[config.mk]
export PLATFORM = sky130hd
export DESIGN_NAME = vga_pattern_gen_flat
export DESIGN_NICKNAME = d
export VERILOG_FILES = /design/src/rtl/vga_pkg.sv /design/src/rtl/vga_pattern_gen_if.sv /design/src/rtl/vga_bar_index.sv /design/src/rtl/vga_pattern_gen.sv /design/src/flat_wrapper.sv
export SDC_FILE = /design/constraint.sdc
export NUM_CORES = 1
export LEC_CHECK = 0
export CORE_MARGIN = 2
export CORE_UTILIZATION = 39
export DETAILED_ROUTE_END_ITERATION = 12
export HOLD_SLACK_MARGIN = 0.08
export PLACE_DENSITY = 0.78
export SETUP_SLACK_MARGIN = 0.2
export SYNTH_ARGS = -nofsm -noshare
export SYNTH_HDL_FRONTEND = slang
export SYNTH_HIERARCHICAL = 1
export SYNTH_SLANG_ARGS = --single-unit
[constraint.sdc]
create_clock -name clk -period 1.1 [get_ports clk]
set_clock_uncertainty 0.15 [all_clocks]
set_input_delay 0.22 -clock clk [delete_from_list [all_inputs] [get_ports clk]]
set_output_delay 0.22 -clock clk [all_outputs]
set_load 0.05 [all_outputs]
[src/rtl/vga_pkg.sv]
// Shared definitions for the VGA pattern generator: pattern mode
// encodings and the colour-bar ordering used by the BARS pattern.
package vga_pkg;

  typedef enum logic [1:0] {
    MODE_SOLID   = 2'd0,
    MODE_BARS    = 2'd1,
    MODE_CHECKER = 2'd2,
    MODE_GRID    = 2'd3
  } mode_e;

  localparam int NUM_BARS = 8;

  // Bar colours {r,g,b} left to right: white, yellow, cyan, green,
  // magenta, red, blue, black. Equivalent to {~k[1], ~k[2], ~k[0]}.
  localparam logic [2:0] BAR_RGB [NUM_BARS] = '{
    3'b111, 3'b110, 3'b011, 3'b010,
    3'b101, 3'b100, 3'b001, 3'b000
  };

  // One bit per channel for bar k; the caller replicates to channel depth.
  function automatic logic [2:0] bar_rgb(input logic [2:0] k);
    return BAR_RGB[k];
  endfunction

endpackage

[src/rtl/vga_pattern_gen_if.sv]
// Pixel bus between the timing generator and the pattern generator.
// master drives position/config and receives colour; slave is the generator.
interface vga_pattern_gen_if #(
  parameter int X_W     = 10,
  parameter int Y_W     = 11,
  parameter int COLOR_W = 1
);
  logic                   pxl_en;
  logic [X_W-1:0]         x;
  logic [Y_W-1:0]         y;
  logic                   frame_start;
  logic [1:0]             mode_i;
  logic [3*COLOR_W-1:0]   fg_i;
  logic [3*COLOR_W-1:0]   bg_i;
  logic [COLOR_W-1:0]     r;
  logic [COLOR_W-1:0]     g;
  logic [COLOR_W-1:0]     b;
  logic                   de_out;

  modport master (
    output pxl_en, x, y, frame_start, mode_i, fg_i, bg_i,
    input  r, g, b, de_out
  );

  modport slave (
    input  pxl_en, x, y, frame_start, mode_i, fg_i, bg_i,
    output r, g, b, de_out
  );
endinterface

[src/rtl/vga_bar_index.sv]
// Maps a column to its colour-bar index (0..7) using constant
// threshold compares against the active width; no divider.
module vga_bar_index #(
  parameter int X_W      = 10,
  parameter int H_ACTIVE = 640
) (
  input  logic [X_W-1:0] x,
  output logic [2:0]     idx
);

  // Largest k whose bar start (k*H_ACTIVE/8) is at or left of x.
  always_comb begin
    idx = '0;
    for (int k = 1; k < 8; k++) begin
      if (x >= X_W'((k * H_ACTIVE) / 8)) idx = 3'(k);
    end
  end

endmodule

[src/rtl/vga_pattern_gen.sv]
// Pixel colour generator: solid / colour bars / checkerboard / grid,
// with frame-synchronous config shadows and two-cycle output latency.
// Optional feature macro VGA_PATTERN_SCROLL_EN: checkerboard scrolls
// left by SCROLL_STEP pixels per frame.
module vga_pattern_gen
  import vga_pkg::*;
#(
  parameter int X_W         = 10,
  parameter int Y_W         = 11,
  parameter int COLOR_W     = 1,
  parameter int H_ACTIVE    = 640,
  parameter int V_ACTIVE    = 480,
  parameter int CELL_LOG2   = 5,
  parameter int SCROLL_STEP = 1
) (
  input logic              clk,
  input logic              rst_n,
  vga_pattern_gen_if.slave bus
);

  localparam int CW3 = 3 * COLOR_W;
  localparam logic [CW3-1:0] RED_FULL = {{COLOR_W{1'b1}}, {(2*COLOR_W){1'b0}}};

  mode_e          mode_q;
  logic [CW3-1:0] fg_q;
  logic [CW3-1:0] bg_q;
  logic [X_W-1:0] scroll;

  logic [2:0]     bar_idx;
  logic           blank;
  logic [X_W-1:0] x_scr;
  logic           chk_sel;
  logic           grid_sel;
  logic           pat_sel;

  logic           s1_blank;
  logic           s1_de;
  mode_e          s1_mode;
  logic [2:0]     s1_bar;
  logic           s1_sel;
  logic [CW3-1:0] s1_fg;
  logic [CW3-1:0] s1_bg;

  logic [2:0]     bar_bits;
  logic [CW3-1:0] colour;

  // Shadow config registers only take new values on the frame pulse.
  always_ff @(posedge clk or negedge rst_n) begin
    if (!rst_n) begin
      mode_q <= MODE_SOLID;
      fg_q   <= RED_FULL;
      bg_q   <= '0;
    end else if (bus.frame_start) begin
      mode_q <= mode_e'(bus.mode_i);
      fg_q   <= bus.fg_i;
      bg_q   <= bus.bg_i;
    end
  end

`ifdef VGA_PATTERN_SCROLL_EN
  // Scroll offset advances once per frame and wraps at 2^X_W.
  always_ff @(posedge clk or negedge rst_n) begin
    if (!rst_n)                scroll <= '0;
    else if (bus.frame_start)  scroll <= scroll + X_W'(SCROLL_STEP);
  end
`else
  assign scroll = '0;
`endif

  vga_bar_index #(
    .X_W      (X_W),
    .H_ACTIVE (H_ACTIVE)
  ) u_bar_index (
    .x   (bus.x),
    .idx (bar_idx)
  );

  // Stage-1 decode: range blanking and checker/grid foreground select.
  always_comb begin
    blank    = !bus.pxl_en || (bus.x >= X_W'(H_ACTIVE)) || (bus.y >= Y_W'(V_ACTIVE));
    x_scr    = bus.x + scroll;
    chk_sel  = x_scr[CELL_LOG2] ^ bus.y[CELL_LOG2];
    grid_sel = (bus.x[CELL_LOG2-1:0] == '0) || (bus.y[CELL_LOG2-1:0] == '0) ||
               (bus.x == X_W'(H_ACTIVE - 1)) || (bus.y == Y_W'(V_ACTIVE - 1));
    pat_sel  = (mode_q == MODE_GRID) ? grid_sel : chk_sel;
  end

  // Stage 1 snapshots the shadows so a same-cycle frame pulse cannot leak in.
  always_ff @(posedge clk or negedge rst_n) begin
    if (!rst_n) begin
      s1_blank <= 1'b0;
      s1_de    <= 1'b0;
      s1_mode  <= MODE_SOLID;
      s1_bar   <= '0;
      s1_sel   <= 1'b0;
      s1_fg    <= '0;
      s1_bg    <= '0;
    end else begin
      s1_blank <= blank;
      s1_de    <= bus.pxl_en;
      s1_mode  <= mode_q;
      s1_bar   <= bar_idx;
      s1_sel   <= pat_sel;
      s1_fg    <= fg_q;
      s1_bg    <= bg_q;
    end
  end

  // Stage-2 colour selection from the registered decode.
  always_comb begin
    bar_bits = bar_rgb(s1_bar);
    case (s1_mode)
      MODE_SOLID: colour = s1_fg;
      MODE_BARS:  colour = {{COLOR_W{bar_bits[2]}}, {COLOR_W{bar_bits[1]}},
                            {COLOR_W{bar_bits[0]}}};
      default:    colour = s1_sel ? s1_fg : s1_bg;
    endcase
    if (s1_blank) colour = '0;
  end

  // Output registers: colour channels and the aligned data-enable.
  always_ff @(posedge clk or negedge rst_n) begin
    if (!rst_n) begin
      bus.r      <= '0;
      bus.g      <= '0;
      bus.b      <= '0;
      bus.de_out <= 1'b0;
    end else begin
      bus.r      <= colour[CW3-1 -: COLOR_W];
      bus.g      <= colour[2*COLOR_W-1 -: COLOR_W];
      bus.b      <= colour[COLOR_W-1:0];
      bus.de_out <= s1_de;
    end
  end

endmodule
[src/flat_wrapper.sv]
// flat-port wrapper written by rule: the top's interface ports become plain ports
module vga_pattern_gen_flat import vga_pkg::*;
#(
  parameter int X_W         = 10,
  parameter int Y_W         = 11,
  parameter int COLOR_W     = 1,
  parameter int H_ACTIVE    = 640,
  parameter int V_ACTIVE    = 480,
  parameter int CELL_LOG2   = 5,
  parameter int SCROLL_STEP = 1
)
  (clk, rst_n, bus_pxl_en, bus_x, bus_y, bus_frame_start, bus_mode_i, bus_fg_i, bus_bg_i, bus_r, bus_g, bus_b, bus_de_out);
  vga_pattern_gen_if #(.X_W(X_W), .Y_W(Y_W), .COLOR_W(COLOR_W)) bus_i ();
  input logic clk;
  input logic rst_n;
  input wire logic [$bits(bus_i.pxl_en)-1:0] bus_pxl_en;
  input wire logic [$bits(bus_i.x)-1:0] bus_x;
  input wire logic [$bits(bus_i.y)-1:0] bus_y;
  input wire logic [$bits(bus_i.frame_start)-1:0] bus_frame_start;
  input wire logic [$bits(bus_i.mode_i)-1:0] bus_mode_i;
  input wire logic [$bits(bus_i.fg_i)-1:0] bus_fg_i;
  input wire logic [$bits(bus_i.bg_i)-1:0] bus_bg_i;
  output wire logic [$bits(bus_i.r)-1:0] bus_r;
  output wire logic [$bits(bus_i.g)-1:0] bus_g;
  output wire logic [$bits(bus_i.b)-1:0] bus_b;
  output wire logic [$bits(bus_i.de_out)-1:0] bus_de_out;
  assign bus_i.pxl_en = bus_pxl_en;
  assign bus_i.x = bus_x;
  assign bus_i.y = bus_y;
  assign bus_i.frame_start = bus_frame_start;
  assign bus_i.mode_i = bus_mode_i;
  assign bus_i.fg_i = bus_fg_i;
  assign bus_i.bg_i = bus_bg_i;
  assign bus_r = bus_i.r;
  assign bus_g = bus_i.g;
  assign bus_b = bus_i.b;
  assign bus_de_out = bus_i.de_out;
  vga_pattern_gen #(.X_W(X_W), .Y_W(Y_W), .COLOR_W(COLOR_W), .H_ACTIVE(H_ACTIVE), .V_ACTIVE(V_ACTIVE), .CELL_LOG2(CELL_LOG2), .SCROLL_STEP(SCROLL_STEP)) u_core (.clk(clk), .rst_n(rst_n), .bus(bus_i));
endmodule
Word-level counts from Yosys, hierarchy flattened
Memory sizes are Yosys's and may differ from the RTL's.
Cells that the tools add are included.

word-level totals
  memories kept = 1
  output and inout bits = 4
  register bits after elaboration = 26
  bits in read-only memories = 24
  word-level logic and storage cells = 53

memory list
  name             depth  bits a word  read ports  clocked after memory_dff  write ports  RTL line       RTL
  (no name shown)  8      3            1           0                         0            vga_pkg.sv:23  return BAR_RGB[k];

operators by class
  equality and inequality tests = 4
  mux-type cells = 13
  magnitude comparators = 10
  reduce and logical (&&, ||, !) cells = 9
  bitwise logic cells = 2

operator list
  kind                                                   number
  >= comparator 10 x 9 -> 1 bit (second input constant)  3
  2-to-1 mux 3 bit                                       10
  >= comparator 10 bit (second input constant)           2
  >= comparator 10 x 8 -> 1 bit (second input constant)  2
  equality test 11 x 9 -> 1 bit (second input constant)  1
  >= comparator 11 x 9 -> 1 bit (second input constant)  1
  equality test 10 bit (second input constant)           1
  >= comparator 10 x 7 -> 1 bit (second input constant)  1
  logical NOT 5 bit                                      2
  case mux 3 bit (2 select lines)                        1
  logical OR 1 bit                                       5
  >= comparator 4 bit (second input constant)            1
  inverter 3 -> 4 bit                                    1
  equality test 2 x 1 -> 1 bit (second input constant)   1
  equality test 2 bit (second input constant)            1
  logical NOT 2 bit                                      1
  2-to-1 mux 1 bit                                       2
  logical NOT 1 bit                                      1
  XOR 1 bit                                              1

Depth between registers and ports, before layout
Gate-level depths: netlist of the first run.

  depth in word-level cells = 8
  depth in mapped cells = 4
  gate-level depth less buffers = 4

Modules after synthesis
Netlist of the first run, hierarchy kept.

modules (own cells, without submodules)
  module           sequential area each (um^2)  area each (um^2)  times used  cells an instance
  vga_pattern_gen  651.9                        957.2             1           68
  vga_bar_index    0.0                          123.9             1           18

Least setup slack after synthesis of the first run
Ideal clock, no wire load.

  kind = input to register
  start = input port bus_y[9]
  end = register u_core.s1_sel
  arrival time = 1114 ps
  data required time = 862 ps
  stages on the path = 4
  slack = -253 ps
  cell sequence = nor2_2 > nand4_1 > or4b_1 > a41oi_1

between the ends
  longest elaborated chain between the ends = 3

RTL lines
  element                        RTL line                RTL
  start: declaration             flat_wrapper.sv:18      input wire logic [$bits(bus_i.y)-1:0] bus_y;
  equality test 11 x 9 -> 1 bit  vga_pattern_gen.sv:84   (bus.x == X_W'(H_ACTIVE - 1)) || (bus.y == Y_W'(V_ACTIVE - 1));
  logical OR 1 bit               vga_pattern_gen.sv:84
  2-to-1 mux 1 bit               vga_pattern_gen.sv:85   pat_sel = (mode_q == MODE_GRID) ? grid_sel : chk_sel;
  via u_core.pat_sel             vga_pattern_gen.sv:34   logic pat_sel;
  end signal: assignment         vga_pattern_gen.sv:103  s1_sel <= pat_sel;
  end: declaration               vga_pattern_gen.sv:40   logic s1_sel;

The timed path passes the listed nets, and every way through them passes these cells.
A chain may end at the register's enable or synchronous reset.

Worst setup path in the final report of the first run
  start = register u_core.bus.r
  end = output port bus_r

RTL lines
  element                   RTL line                  RTL
  start: declaration        vga_pattern_gen_if.sv:27  output r, g, b, de_out
  start signal: assignment  vga_pattern_gen.sv:129    bus.r <= colour[CW3-1 -: COLOR_W];
  end: declaration          flat_wrapper.sv:23        output wire logic [$bits(bus_i.r)-1:0] bus_r;

No word-level cell between the ends.

==> impl_metrics.py, run 1 <==
metrics = {
    "placed_design": {
        "dp_slack_ns": -0.811,
        "io_buffers": 36,
        "dp_hpwl_mm": 2.09,
        "place_inst": 171,
        "place.gp.congestion": 0.781,
    },
    "timing": {
        "relSlewSlack": 0.831,
        "grt_setup_unrepaired": "yes",
        "setup_viol": 9,
        "hold_viol": 1,
        "whs_ns": -0.0312,
        "fin_crit_sh": 1.15,
        "slew_violations": 0,
        "layout_setup_ws_ns": -0.164,
        "worst_pin_slew_ns": 0.252,
        "fmax_mhz": 791,
        "fin_crit_ns": 1.26,
    },
    "synthesis": {
        "synth_top_area_share": 0.579,
        "synth-xor-area-share": 0.00810,
        "synth.distinct_cells": 31,
        "synth_compound_area_frac": 0.0880,
        "synth.area.mux_share": 0.104,
        "synthFlopType": "dfrtp_1",
        "syn_inst": 86,
        "synth-async-reset-ratio": 1.00,
        "synth_simple_gate_area_share": 0.176,
        "synth_edf_count": 0,
        "yosys-top-cells-area": "dfrtp_1, mux2_2, dfstp_2",
        "synth_fa_ha_area_frac": 0.0104,
        "synth_top_family_by_area": "simple AND/OR/NAND/NOR gates",
        "yosysTopAreaCell": "dfrtp_1",
        "netlist_area_sq_um": 1080,
        "yosysSeqAreaShare": 0.603,
        "synth_nets": 119,
        "yosys_warnings": 6,
        "synth_seq_cells": 26,
        "syn_area_per_cell_sq_um": 12.6,
    },
    "layout": {
        "layout_common_cells": "buf_4, dfrtp_1, clkdlybuf4s50_1",
        "final_common_cell": "buf_4",
        "diodes": 0,
        "drive_gt1_frac": 0.549,
        "multi_input_area_sq_um": 578,
        "final-seq-area_sq_um": 659,
        "nFillCells": 184,
        "layout.nets": 187,
        "fin_cells": 184,
        "syn_to_final_growth_pct": 79.3,
    },
    "route": {
        "first_iter_violations": 13,
        "met1_length_mm": 1.24,
        "ant_nets": 0,
        "routed.top_layer": "met4",
        "totalWireLength_mm": 2.99,
        "dr_wl_met2_mm": 1.62,
        "firstDrtPassIters": 4,
        "via_per_inst": 5.46,
        "vias": 1004,
        "drc": 0,
        "met3_length_um": 91,
        "post_drt_wl_per_cell_um": 16.3,
    },
    "critical_path": {
        "arrival_ns": 0.89,
        "crit_path_top_delay_cell": "dfrtp_2",
        "crit_type": "reg2out",
        "cp-start-kind": "flop",
        "path_cells": "buf_12",
        "cp.required_ns": 0.73,
        "path_delay_family": "flip-flops",
        "endpoint_kind": "primary output",
        "crit_path_max_incr_delay_ns": 0.44,
        "crit_buf_inv": 1,
        "worst-path-max-fanout": 1,
    },
    "pwr": {
        "ir_drop_mv": 0.935,
        "p_sw_w": 0.000540,
        "p_leak_nw": 0.846,
        "pwr-share-clk": 0.219,
        "internal-power_w": 0.00157,
        "combPwrFrac": 0.257,
        "seqPwrFrac": 0.524,
        "power.total_w": 0.00211,
        "powerDensity_nw_per_um2": 1090,
        "swShare": 0.256,
    },
    "floorplan": {
        "dieWidth_um": 56.7,
        "initial_core_util": 0.402,
        "fp-row-count": 19,
        "dieArea_sq_um": 3210,
        "die_h_um": 56.7,
        "coreArea_sq_um": 2690,
        "io_pins": 37,
    },
    "global_route": {
        "grt_overflow_total": 0,
        "antenna_found_initial": 0,
        "grt_start_max_net_pins": 15,
        "grt_pass1_vias": 1073,
        "grt_pass1_wl_mm": 4.95,
        "grtUsageTotal": 0.206,
    },
    "clocking": {
        "cts_root_buf": "clkbuf_4",
        "cts_buffers": 3,
        "clk_pin_slew_worst_paths_ns": 0.13,
        "htreeDepth": 1,
        "clkLatencyLatePin_ns": 0.31,
        "cts_buffer_depth": 2,
        "cts_tree": "done",
        "clkSinkCount": 26,
    },
    "worst_hold_path": {
        "hold_class": "in2async",
    },
    "outcome": {
        "failed_checks": "negative hold slack, negative setup slack",
        "outcome": "finished, violations left",
    },
    "flow_run": {
        "cap_violations": 0,
    },
}
## through the flow
stage | instance area [sq um] | TNS [ns] | util
after floorplan | 1160 | -0.347 | -
after global placement | 1730 | -5.46 | 0.643
after detailed placement | 1730 | -5.85 | 0.643
after CTS | 1890 | -1.17 | 0.702
after global routing | 1940 | -1.45 | 0.721
final | 1940 | -1.18 | 0.721
## final cells by class
cell class	count	share of cell area
Timing Repair Buffer	64	0.312
Tap cell	31	0.0200
Inverter	2	0.0103
Multi-Input combinational cell	57	0.298
Clock buffer	4	0.0187
Sequential cell	26	0.340
## power groups by stage
stage	combinational, W	clock [W]	sequential, W
5_1_grt	0.000573	0.000524	0.00112
3_5_place_dp	0.000454	0	0.00111
6_report	0.000542	0.000461	0.00111
3_3_place_gp	0.000434	0	0.00111
4_1_cts	0.000499	0.000474	0.00110
2_1_floorplan	0.000167	0	0.00112
## Yosys cell counts (2+ instances only)
cell       n
or4_1      3
a211oi_1   2
dfrtp_1   25
nor2b_1    4
a21oi_1    3
mux2_2    10
a31oi_1    3
nand4_1    4
nand2_1    2
nor2_1     6
nor4_1     4
## registers in the layout (all words and copies together) (netlist names), 2 cells and up
register / cells
u_core/s1_bar: 3
u_core/fg_q: 3
u_core/s1_mode: 2
u_core/s1_bg: 3
u_core/mode_q: 2
u_core/s1_fg: 3
u_core/bg_q: 3
## path summary, 6_finish.rpt
kind                       cells past startpoint  slack (ns)                          end               startpoint
min in group clk                               3        0.14   u_core/s1_bar[0]$_DFF_PN0_                 bus_x[5]
hold / removal                                 1       -0.03   u_core/bg_q[2]$_DFFE_PN0P_                    rst_n
setup reg to reg                               3       -0.12       u_core/bus.r$_DFF_PN0_  u_core/s1_sel$_DFF_PN0_
setup / recovery                               1       -0.16                        bus_r   u_core/bus.r$_DFF_PN0_
hold reg to reg                                0        0.23  u_core/bus.de_out$_DFF_PN0_   u_core/s1_de$_DFF_PN0_
max in group asynchronous                      2        0.42  u_core/bus.de_out$_DFF_PN0_                    rst_n
## logic make-up (layout without fill, tap and decap cells)
kind of cell | count (synthesis) | after routing
buf+inv | 3 | 70
xor+xnor | 1 | 1
simple gates | 31 | 31
flops | 26 | 26
mux | 10 | 10
fa+ha+maj | 1 | 1
compound gates | 14 | 14
## per-layer routing
| layer | up-vias | track usage |
|---|---|---|
| li1 | 460 | - |
| met1 | 508 | 0.242 |
| met2 | 30 | 0.369 |
| met3 | 6 | 0.0253 |
| met4 | 0 | 0.0952 |
| met5 | - | 0 |
## repair_timing
| item | CTS | global route |
|---|---|---|
| cloned | 0 | 0 |
| endpoints found under the hold margin | 1 | 1 |
| buffers inserted | 8 | 1 |
| endpoints found under the setup margin | 20 | 19 |
| pin swaps | 16 | 8 |
| resized for setup | 68 | 16 |
Power figures use the tool's default switching activity.
==> inputs of run 2 (changes only) <==
--- a/config.mk
+++ b/config.mk
@@ -7,6 +7,7 @@
 export LEC_CHECK = 0
 export CORE_MARGIN = 2
 export CORE_UTILIZATION = 39
+export CTS_CLUSTER_DIAMETER = 40
 export DETAILED_ROUTE_END_ITERATION = 12
 export HOLD_SLACK_MARGIN = 0.08
 export PLACE_DENSITY = 0.78
==> results of run 2 <==
The final DEF is identical to that of run 1; final timing and power are the same.
